===== src/rtl/css_color_resolver.sv =====
// css_color_resolver: resolves a CSS value ident to a 32-bit ARGB color.
// Special document keywords resolve in one cycle; everything else is looked up in a
// runtime-programmable color table that is scanned LANES entries per cycle.
// Optional feature macro: CSS_COLOR_STATS_EN (table-scan hit/miss counters).
module css_color_resolver #(
  parameter int unsigned IDENT_W = 10,
  parameter int unsigned COLOR_W = 32,
  parameter int unsigned DEPTH   = 64,
  parameter int unsigned LANES   = 4,
  parameter int unsigned CNT_W   = 16
) (
  input  logic                       clk,
  input  logic                       rst_n,
  // Request
  input  logic                       req_valid,
  output logic                       req_ready,
  input  logic                       req_is_ident,
  input  logic [IDENT_W-1:0]         req_ident,
  input  logic                       req_is_link,
  input  logic                       req_is_visited,
  input  logic [COLOR_W-1:0]         req_inherited_color,
  // Special keyword ids
  input  logic [IDENT_W-1:0]         cfg_text_id,
  input  logic [IDENT_W-1:0]         cfg_link_id,
  input  logic [IDENT_W-1:0]         cfg_alink_id,
  input  logic [IDENT_W-1:0]         cfg_focus_id,
  input  logic [IDENT_W-1:0]         cfg_current_id,
  // Document colors
  input  logic [COLOR_W-1:0]         doc_text_color,
  input  logic [COLOR_W-1:0]         doc_link_color,
  input  logic [COLOR_W-1:0]         doc_vlink_color,
  input  logic [COLOR_W-1:0]         doc_alink_color,
  input  logic [COLOR_W-1:0]         focus_ring_color,
  // Color table write port
  input  logic                       tbl_wr_en,
  output logic                       tbl_wr_ready,
  input  logic [$clog2(DEPTH)-1:0]   tbl_wr_idx,
  input  logic                       tbl_wr_valid,
  input  logic [IDENT_W-1:0]         tbl_wr_ident,
  input  logic [COLOR_W-1:0]         tbl_wr_color,
  // Response
  output logic                       rsp_valid,
  input  logic                       rsp_ready,
  output logic [COLOR_W-1:0]         rsp_color,
  output logic                       rsp_hit,
  // Statistics
  input  logic                       stat_clr,
  output logic [CNT_W-1:0]           stat_hit_cnt,
  output logic [CNT_W-1:0]           stat_miss_cnt
);

  localparam int unsigned IdxW = $clog2(DEPTH);
  // Base of the final chunk; reaching it without a match ends the scan as a miss.
  localparam logic [IdxW-1:0] LastBase = IdxW'(DEPTH - LANES);
  localparam logic [IdxW-1:0] LaneStep = IdxW'(LANES);

  typedef enum logic [1:0] {StIdle, StScan, StResp} state_e;

  state_e               state_q, state_d;
  logic [IdxW-1:0]      base_q, base_d;
  logic [IDENT_W-1:0]   ident_q, ident_d;
  logic [COLOR_W-1:0]   color_q, color_d;
  logic                 hit_q, hit_d;
  // Marks that the pending response came from a table scan (only those are counted).
  logic                 scan_req_q, scan_req_d;

  logic [DEPTH-1:0]     tbl_valid_q, tbl_valid_d;
  logic [IDENT_W-1:0]   tbl_ident_q [DEPTH];
  logic [IDENT_W-1:0]   tbl_ident_d [DEPTH];
  logic [COLOR_W-1:0]   tbl_color_q [DEPTH];
  logic [COLOR_W-1:0]   tbl_color_d [DEPTH];

  logic                 idle;
  logic                 tbl_wr_fire;
  logic                 scan_match;
  logic [COLOR_W-1:0]   scan_color;
  logic                 rsp_fire;

  assign idle         = (state_q == StIdle);
  assign req_ready    = idle;
  assign tbl_wr_ready = idle;
  assign tbl_wr_fire  = tbl_wr_en & idle;
  assign rsp_valid    = (state_q == StResp);
  assign rsp_color    = color_q;
  assign rsp_hit      = hit_q;
  assign rsp_fire     = rsp_valid & rsp_ready;

  // Table next state: a single-entry write while idle.
  always_comb begin
    tbl_valid_d = tbl_valid_q;
    tbl_ident_d = tbl_ident_q;
    tbl_color_d = tbl_color_q;
    if (tbl_wr_fire) begin
      tbl_valid_d[tbl_wr_idx] = tbl_wr_valid;
      tbl_ident_d[tbl_wr_idx] = tbl_wr_ident;
      tbl_color_d[tbl_wr_idx] = tbl_wr_color;
    end
  end

  // Table valid bits are reset so a reset empties the table.
  always_ff @(posedge clk or negedge rst_n) begin
    if (!rst_n) begin
      tbl_valid_q <= '0;
    end else begin
      tbl_valid_q <= tbl_valid_d;
    end
  end

  // Table payload needs no reset; it is qualified by the valid bits.
  always_ff @(posedge clk) begin
    tbl_ident_q <= tbl_ident_d;
    tbl_color_q <= tbl_color_d;
  end

  // Compare the current chunk; the lowest matching lane wins so duplicates resolve low.
  always_comb begin
    scan_match = 1'b0;
    scan_color = '0;
    for (int i = 0; i < int'(LANES); i++) begin
      if (!scan_match && tbl_valid_q[base_q + IdxW'(i)] &&
          (tbl_ident_q[base_q + IdxW'(i)] == ident_q)) begin
        scan_match = 1'b1;
        scan_color = tbl_color_q[base_q + IdxW'(i)];
      end
    end
  end

  // FSM next state: keyword classification, chunked scan, response hold.
  always_comb begin
    state_d    = state_q;
    base_d     = base_q;
    ident_d    = ident_q;
    color_d    = color_q;
    hit_d      = hit_q;
    scan_req_d = scan_req_q;
    unique case (state_q)
      StIdle: begin
        if (req_valid) begin
          state_d    = StResp;
          hit_d      = 1'b1;
          scan_req_d = 1'b0;
          if (!req_is_ident || (req_ident == '0)) begin
            color_d = '0;
            hit_d   = 1'b0;
          end else if (req_ident == cfg_text_id) begin
            color_d = doc_text_color;
          end else if (req_ident == cfg_link_id) begin
            color_d = (req_is_link && req_is_visited) ? doc_vlink_color : doc_link_color;
          end else if (req_ident == cfg_alink_id) begin
            color_d = doc_alink_color;
          end else if (req_ident == cfg_focus_id) begin
            color_d = focus_ring_color;
          end else if (req_ident == cfg_current_id) begin
            color_d = req_inherited_color;
          end else begin
            state_d    = StScan;
            ident_d    = req_ident;
            base_d     = '0;
            hit_d      = 1'b0;
            scan_req_d = 1'b1;
          end
        end
      end
      StScan: begin
        if (scan_match) begin
          color_d = scan_color;
          hit_d   = 1'b1;
          state_d = StResp;
        end else if (base_q == LastBase) begin
          color_d = '0;
          hit_d   = 1'b0;
          state_d = StResp;
        end else begin
          base_d = base_q + LaneStep;
        end
      end
      StResp: begin
        if (rsp_ready) begin
          state_d = StIdle;
        end
      end
      default: state_d = StIdle;
    endcase
  end

  // FSM and response registers; reset aborts any request in flight.
  always_ff @(posedge clk or negedge rst_n) begin
    if (!rst_n) begin
      state_q    <= StIdle;
      base_q     <= '0;
      ident_q    <= '0;
      color_q    <= '0;
      hit_q      <= 1'b0;
      scan_req_q <= 1'b0;
    end else begin
      state_q    <= state_d;
      base_q     <= base_d;
      ident_q    <= ident_d;
      color_q    <= color_d;
      hit_q      <= hit_d;
      scan_req_q <= scan_req_d;
    end
  end

`ifdef CSS_COLOR_STATS_EN
  logic [CNT_W-1:0] hit_cnt_q, hit_cnt_d;
  logic [CNT_W-1:0] miss_cnt_q, miss_cnt_d;

  // Saturating scan hit/miss counters; clear beats a same-cycle increment.
  always_comb begin
    hit_cnt_d  = hit_cnt_q;
    miss_cnt_d = miss_cnt_q;
    if (stat_clr) begin
      hit_cnt_d  = '0;
      miss_cnt_d = '0;
    end else if (rsp_fire && scan_req_q) begin
      if (hit_q) begin
        if (hit_cnt_q != '1) hit_cnt_d = hit_cnt_q + 1'b1;
      end else begin
        if (miss_cnt_q != '1) miss_cnt_d = miss_cnt_q + 1'b1;
      end
    end
  end

  // Counter registers.
  always_ff @(posedge clk or negedge rst_n) begin
    if (!rst_n) begin
      hit_cnt_q  <= '0;
      miss_cnt_q <= '0;
    end else begin
      hit_cnt_q  <= hit_cnt_d;
      miss_cnt_q <= miss_cnt_d;
    end
  end

  assign stat_hit_cnt  = hit_cnt_q;
  assign stat_miss_cnt = miss_cnt_q;
`else
  // Statistics disabled: outputs tied off, inputs kept for a stable port list.
  logic unused_stats;
  assign unused_stats  = stat_clr ^ scan_req_q ^ rsp_fire;
  assign stat_hit_cnt  = '0;
  assign stat_miss_cnt = '0;
`endif

endmodule


===== config.mk =====
export PLATFORM = sky130hd
export DESIGN_NAME = css_color_resolver
export DESIGN_NICKNAME = d
export VERILOG_FILES = /design/src/rtl/css_color_resolver.sv
export SDC_FILE = /design/constraint.sdc
export NUM_CORES = 2
export LEC_CHECK = 0
export BUFFER_PORTS_ARGS = -buffer_cell sky130_fd_sc_hd__buf_2
export CAP_MARGIN = 0
export CORE_MARGIN = 4
export CORE_UTILIZATION = 60
export DETAILED_ROUTE_END_ITERATION = 7
export GPL_TIMING_DRIVEN = 1
export PLACE_DENSITY_LB_ADDON = 0.25
export SETUP_SLACK_MARGIN = 0.3
export SYNTH_ARGS = -nofsm -noshare
export SYNTH_HDL_FRONTEND = slang
export SYNTH_SLANG_ARGS = --single-unit

===== constraint.sdc =====
create_clock -name clk -period 6.8 [get_ports clk]
set_input_delay 0.68 -clock clk [delete_from_list [all_inputs] [get_ports clk]]
set_output_delay 0.68 -clock clk [all_outputs]
set_load 0.02 [all_outputs]

== Word level (Yosys, flattened, before mapping) ==
Cells that the tools add are included.

* Bits in registers: 2803
* Output and inout bits: 68
* Bits of input ports: 310

* Equality and inequality tests: 24
* Magnitude comparators: 12
* Multiplexer cells: 91
* Bitwise logic cells: 12
* Reduce and logical (&&, ||, !) cells: 23
* $add $sub $neg: 4

{| class="wikitable"
|+ Operators with widths
! cell !! number
|-
| bitwise mux 2048 bit || 1
|-
| binary-select mux 32 bit (select 6 bit) || 4
|-
| two-way mux 32 bit || 23
|-
| bitwise mux 640 bit || 1
|-
| binary-select mux 10 bit (select 6 bit) || 4
|-
| demux 32 bit (select 6 bit) || 1
|-
| == test 10 bit || 9
|-
| two-way mux 10 bit || 9
|-
| bitwise mux 64 bit || 1
|-
| one-hot mux 32 bit (2 select lines) || 1
|-
| demux 10 bit (select 6 bit) || 1
|-
| two-way mux 6 bit || 9
|-
| greater-or-equal comparator 7 bit (second input constant) || 5
|-
| < comparator 6 x 7 -> 1 bit (second input constant) || 5
|-
| inverter 6 -> 7 bit || 5
|-
| binary-select mux 1 bit (select 6 bit) || 4
|-
| two-way mux 2 bit || 10
|-
| two-way mux 1 bit || 18
|-
| inequality test 2 bit (second input constant) || 9
|-
| adder 6 x 2 -> 6 bit (second input constant) || 2
|-
| one-hot mux 6 bit (2 select lines) || 1
|-
| logical AND 1 bit || 10
|-
| logical NOT 10 bit || 1
|-
| AND reduction 10 bit || 1
|-
| 22 further kinds || 31
|}

== Depth between registers and ports, before layout ==
* Word-level depth: 21
* Mapped depth: 17
* Gate-level depth less buffers: 10

== Worst setup path before layout ==
Ideal clock, no wire load.

* Path type: in2reg
* Start: input tbl_wr_idx[5]
* End: register tbl_valid_q[32]
* Data arrival time: 3.771 ns
* Path buffers: 2
* Slack: 2.904 ns
* Stages: 5
* Library setup time: 0.126 ns
* Data required time: 6.674 ns
* Cells stage by stage: clkbuf_1 > or3b_2 > clkbuf_1 > nor2_1 > mux2_2

* Longest elaborated chain between the ends: 5
* Elaborated cells on any way between the ends: 6

{| class="wikitable"
|+ RTL lines
! element !! line !! text
|-
| start, declared || 37 || <nowiki>input logic [$clog2(DEPTH)-1:0] tbl_wr_idx,</nowiki>
|-
| < comparator 6 x 7 -> 1 bit (implied by the code) / greater-or-equal comparator 6 x 1 -> 1 bit (equally long branches) || 94 || <nowiki>tbl_valid_d[tbl_wr_idx] = tbl_wr_valid;</nowiki>
|-
| logical AND 1 bit (implied by the code) || 94 ||
|-
| two-way mux 1 bit (implied by the code) || 94 ||
|-
| demux 1 bit (select 6 bit) * || 94 ||
|-
| bitwise mux 64 bit * || 94 ||
|-
| end signal, assigned || 105 || <nowiki>tbl_valid_q <= tbl_valid_d;</nowiki>
|-
| end, declared || 67 || <nowiki>logic [DEPTH-1:0] tbl_valid_q, tbl_valid_d;</nowiki>
|}

Mark *: on every way between the ends. The rest lies on a longest branch, timed or not.
A chain may end at the register's enable or synchronous reset.

== Final worst setup path ==
* Start: register base_q[3]
* End: register color_q[20] (netlist: rsp_color[20])

* Longest elaborated chain between the ends: 21
* Elaborated cells on any way between the ends: 66

{| class="wikitable"
|+ RTL lines
! element !! line !! text
|-
| start, declared || 60 || <nowiki>logic [IdxW-1:0] base_q, base_d;</nowiki>
|-
| start signal, assigned || 197 || <nowiki>base_q <= base_d;</nowiki>
|-
| branches (longest 21 deep; another with adder 6 x 1 -> 6 bit) || -- ||
|-
| end signal, assigned || 199 || <nowiki>color_q <= color_d;</nowiki>
|-
| end, declared || 62 || <nowiki>logic [COLOR_W-1:0] color_q, color_d;</nowiki>
|}

Several ways; the timed one is not identified. The select of a mux whose other input is x is not followed.

==> run metrics <==
I/O pin cnt 378; drt initial violations 8503; sequential share of the synthesized area 75.2%; Post-DRT Antenna Nets 0; Fin. Hold Viols 0; antenna violations before repair 18; status completed; post-route cell area 125000 um2; largest net degree at the start of global routing 131; Ys Warns 0; CP Data Required Time 7570 ps; most frequent cells after synthesis edfxtp_1, mux4_2, mux2i_1; top cell type by total area after synthesis edfxtp_1; FF/Latch Area 83600 um2; P&R area growth vs syn 12.3%; #FFs+latches synth 2801; CTS tree built; Peak VDD IR 0.343 mV; Yosys cell types 83; total of max-cap violations 0; Initial Util 60.5%; worst path buffer plus inverter count 3; CP Data Arrival Time 6530 ps; clk root buf clkbuf_16; type of origin of the critical path flip-flop; DR vias 57000; DRT Pass-1 Iters 6; Main synth FF type edfxtp_1; post-DP HPWL 172 mm; Worst path slowest cell dfrtp_4; filler cell count 11200; Cells after Synth 5100; skew final 34.7 ps; die footprint 192000 um2; Worst R2R Setup Slack 1040 ps; crit path time final 5760 ps; Worst-path clk slew 60 ps; cells resized by post-CTS repair 0; share of layout cells above drive strength 1 31.9%; Area after DPL 116000 um2; vias in the first global route 56300; hold buffers post-CTS 2; area of the multi-input gates 26100 um2; pwr dens 357 nW/um2; Total Power 44.6 mW; Worst-Skew Late Latency 920 ps; die height 438 um; Post-Syn Area 111000 um2; CP max stage delay 1100 ps; gp weighted congestion 0.927; Avg Inst Size Synth 21.8 um2; Crit. End Element flip-flop; H-tree Lvls 5; core area 184000 um2; Total Nets Final 5909; final wirelength 301 mm; CP Cell Sequence buf_4 -> buf_4 -> mux4_2 -> mux4_2 -> xnor2_1 -> and4_1 -> nand3_1 -> nand3_2 -> o21ai_4 -> buf_4 -> mux2i_1 -> o21ai_1; top cell type's share of synthesized area 72.6%; CTS max path bufs 4; CP delay by family, top multiplexers; Tot GR Track Use 31.5%; Crit Path Max Fanout 50; DRC viols 0; GR Overflow Total 0; fmax 0.174 GHz; Via density 6.90; hold crit path type in -> reg; CP Class reg -> reg; Final Max Tran Viols 0; cts bufs inserted 289; most frequent cell after synthesis edfxtp_1; clk sinks 2801; Final Setup Violations 0; cell count after placement 7768; top cells by area, synth edfxtp_1, mux4_2, dfrtp_1; Die X 438 um; Post-synth EDFFs 2688; num rows 157; leak pwr 40.4 nW; Post-synth ARST share 4.03%; Post CTS Setup Buffer Count 0; WL per Instance 36.4 um; setup TNS 0 ps; Finished Layout Cells 8259; first-pass GRT wire length 424 mm; fin crit share 84.7%; PortBufs 344; Worst-Margin Slew 1240 ps; RSZ-0062 raised after global routing false; Worst path most repeated cell buf_4; relative slew slack 17.2%
flip-flops by register name (all words and copies together) (netlist names):
| register | flops |
|---|---|
| tbl_valid_q | 64 |
| rsp_hit | 1 |
| rsp_color | 32 |
| ident_q | 10 |
| base_q | 4 |
| state_q | 2 |
| tbl_ident_q | 640 |
| tbl_color_q | 2048 |
layout by cell type (no fill, tap or decap), types with 32 or more instances in the layout:
master | synthesis | routed
nand2b_1 | 36 | 36
edfxtp_1 | 2688 | 2688
clkbuf_1 | 96 | 61
mux2_2 | 93 | 93
xor2_1 | 35 | 35
clkbuf_16 | 0 | 297
mux4_2 | 759 | 759
conb_1 | 1 | 32
clkinv_1 | 0 | 56
a21oi_1 | 48 | 48
nor2_1 | 105 | 40
inv_1 | 56 | 54
xnor2_1 | 73 | 73
o21ai_0 | 74 | 74
buf_2 | 85 | 343
nand3_1 | 53 | 53
mux2i_1 | 158 | 158
nor2_4 | 0 | 65
nand2_1 | 155 | 155
dfrtp_1 | 113 | 109
buf_4 | 76 | 145
power by group:
part	switching, mW	total (mW)	internal (mW)
Combinational	5.17	9.96	4.78
Sequential	0.461	19.6	19.2
Clock	6.24	15.0	8.73
cell families (layout without fill, tap and decap cells):
logic type / Yosys count / in the layout / synth area share, %
AOI/OAI and AO/OA: 328 / 328 / 2.10
xor gates and xnor gates: 108 / 108 / 0.851
adders and majority gates: 2 / 2 / 0.0225
buffers and inverters: 386 / 1044 / 1.91
DFF: 2801 / 2801 / 75.2
muxes: 1014 / 1014 / 17.8
other: 1 / 38 / 0.00337
and+or+nand+nor: 460 / 460 / 2.08
worst paths after layout:
kind / start / to / cells after the start
setup reg to reg: base_q[3] / rsp_color[20] / 12
setup / recovery: base_q[3] / rsp_color[20] / 12
min in group asynchronous: rst_n / ident_q[9] / 2
hold / removal: req_valid / rsp_hit / 3
hold reg to reg: rsp_color[26] / rsp_color[26] / 2
max in group asynchronous: rst_n / base_q[2] / 3
cell type report:
type / count / share of cell area, %
Sequential cell: 2801 / 66.9
Clock buffer: 367 / 6.24
Multi-Input combinational cell: 1944 / 20.9
Timing Repair Buffer: 502 / 2.45
Clock inverter: 116 / 0.807
Tap cell: 2464 / 2.47
Antenna cell: 6 / 0.0120
Inverter: 59 / 0.183
metrics by stage:
| stage | util, % | hold WS, ps | worst slack (ps) |
|---|---|---|---|
| floorplan | - | 384 | 2900 |
| global placement | 63.2 | 474 | 1140 |
| detailed placement | 63.2 | 483 | 1070 |
| CTS | 67.9 | 43.8 | 1070 |
| global route | 68.0 | 78.3 | 867 |
| finish | 68.0 | 86.6 | 1040 |
tightest hold or removal path, cell delays in order:
cell and delay [ps]:
buf_2 110, nand4_1 70, nand3_1 80
routing by layer:
| layer | share of wire (%) | track usage (%) | vias up |
|---|---|---|---|
| met4 | 4.3 | 12.3 | 14 |
| li1 | - | - | 22200 |
| met1 | 37 | 46.0 | 30100 |
| met3 | 11 | 6.43 | 632 |
| met2 | 48 | 48.0 | 3966 |
| met5 | 0.027 | 0 | - |
Power figures use the tool's default switching activity.
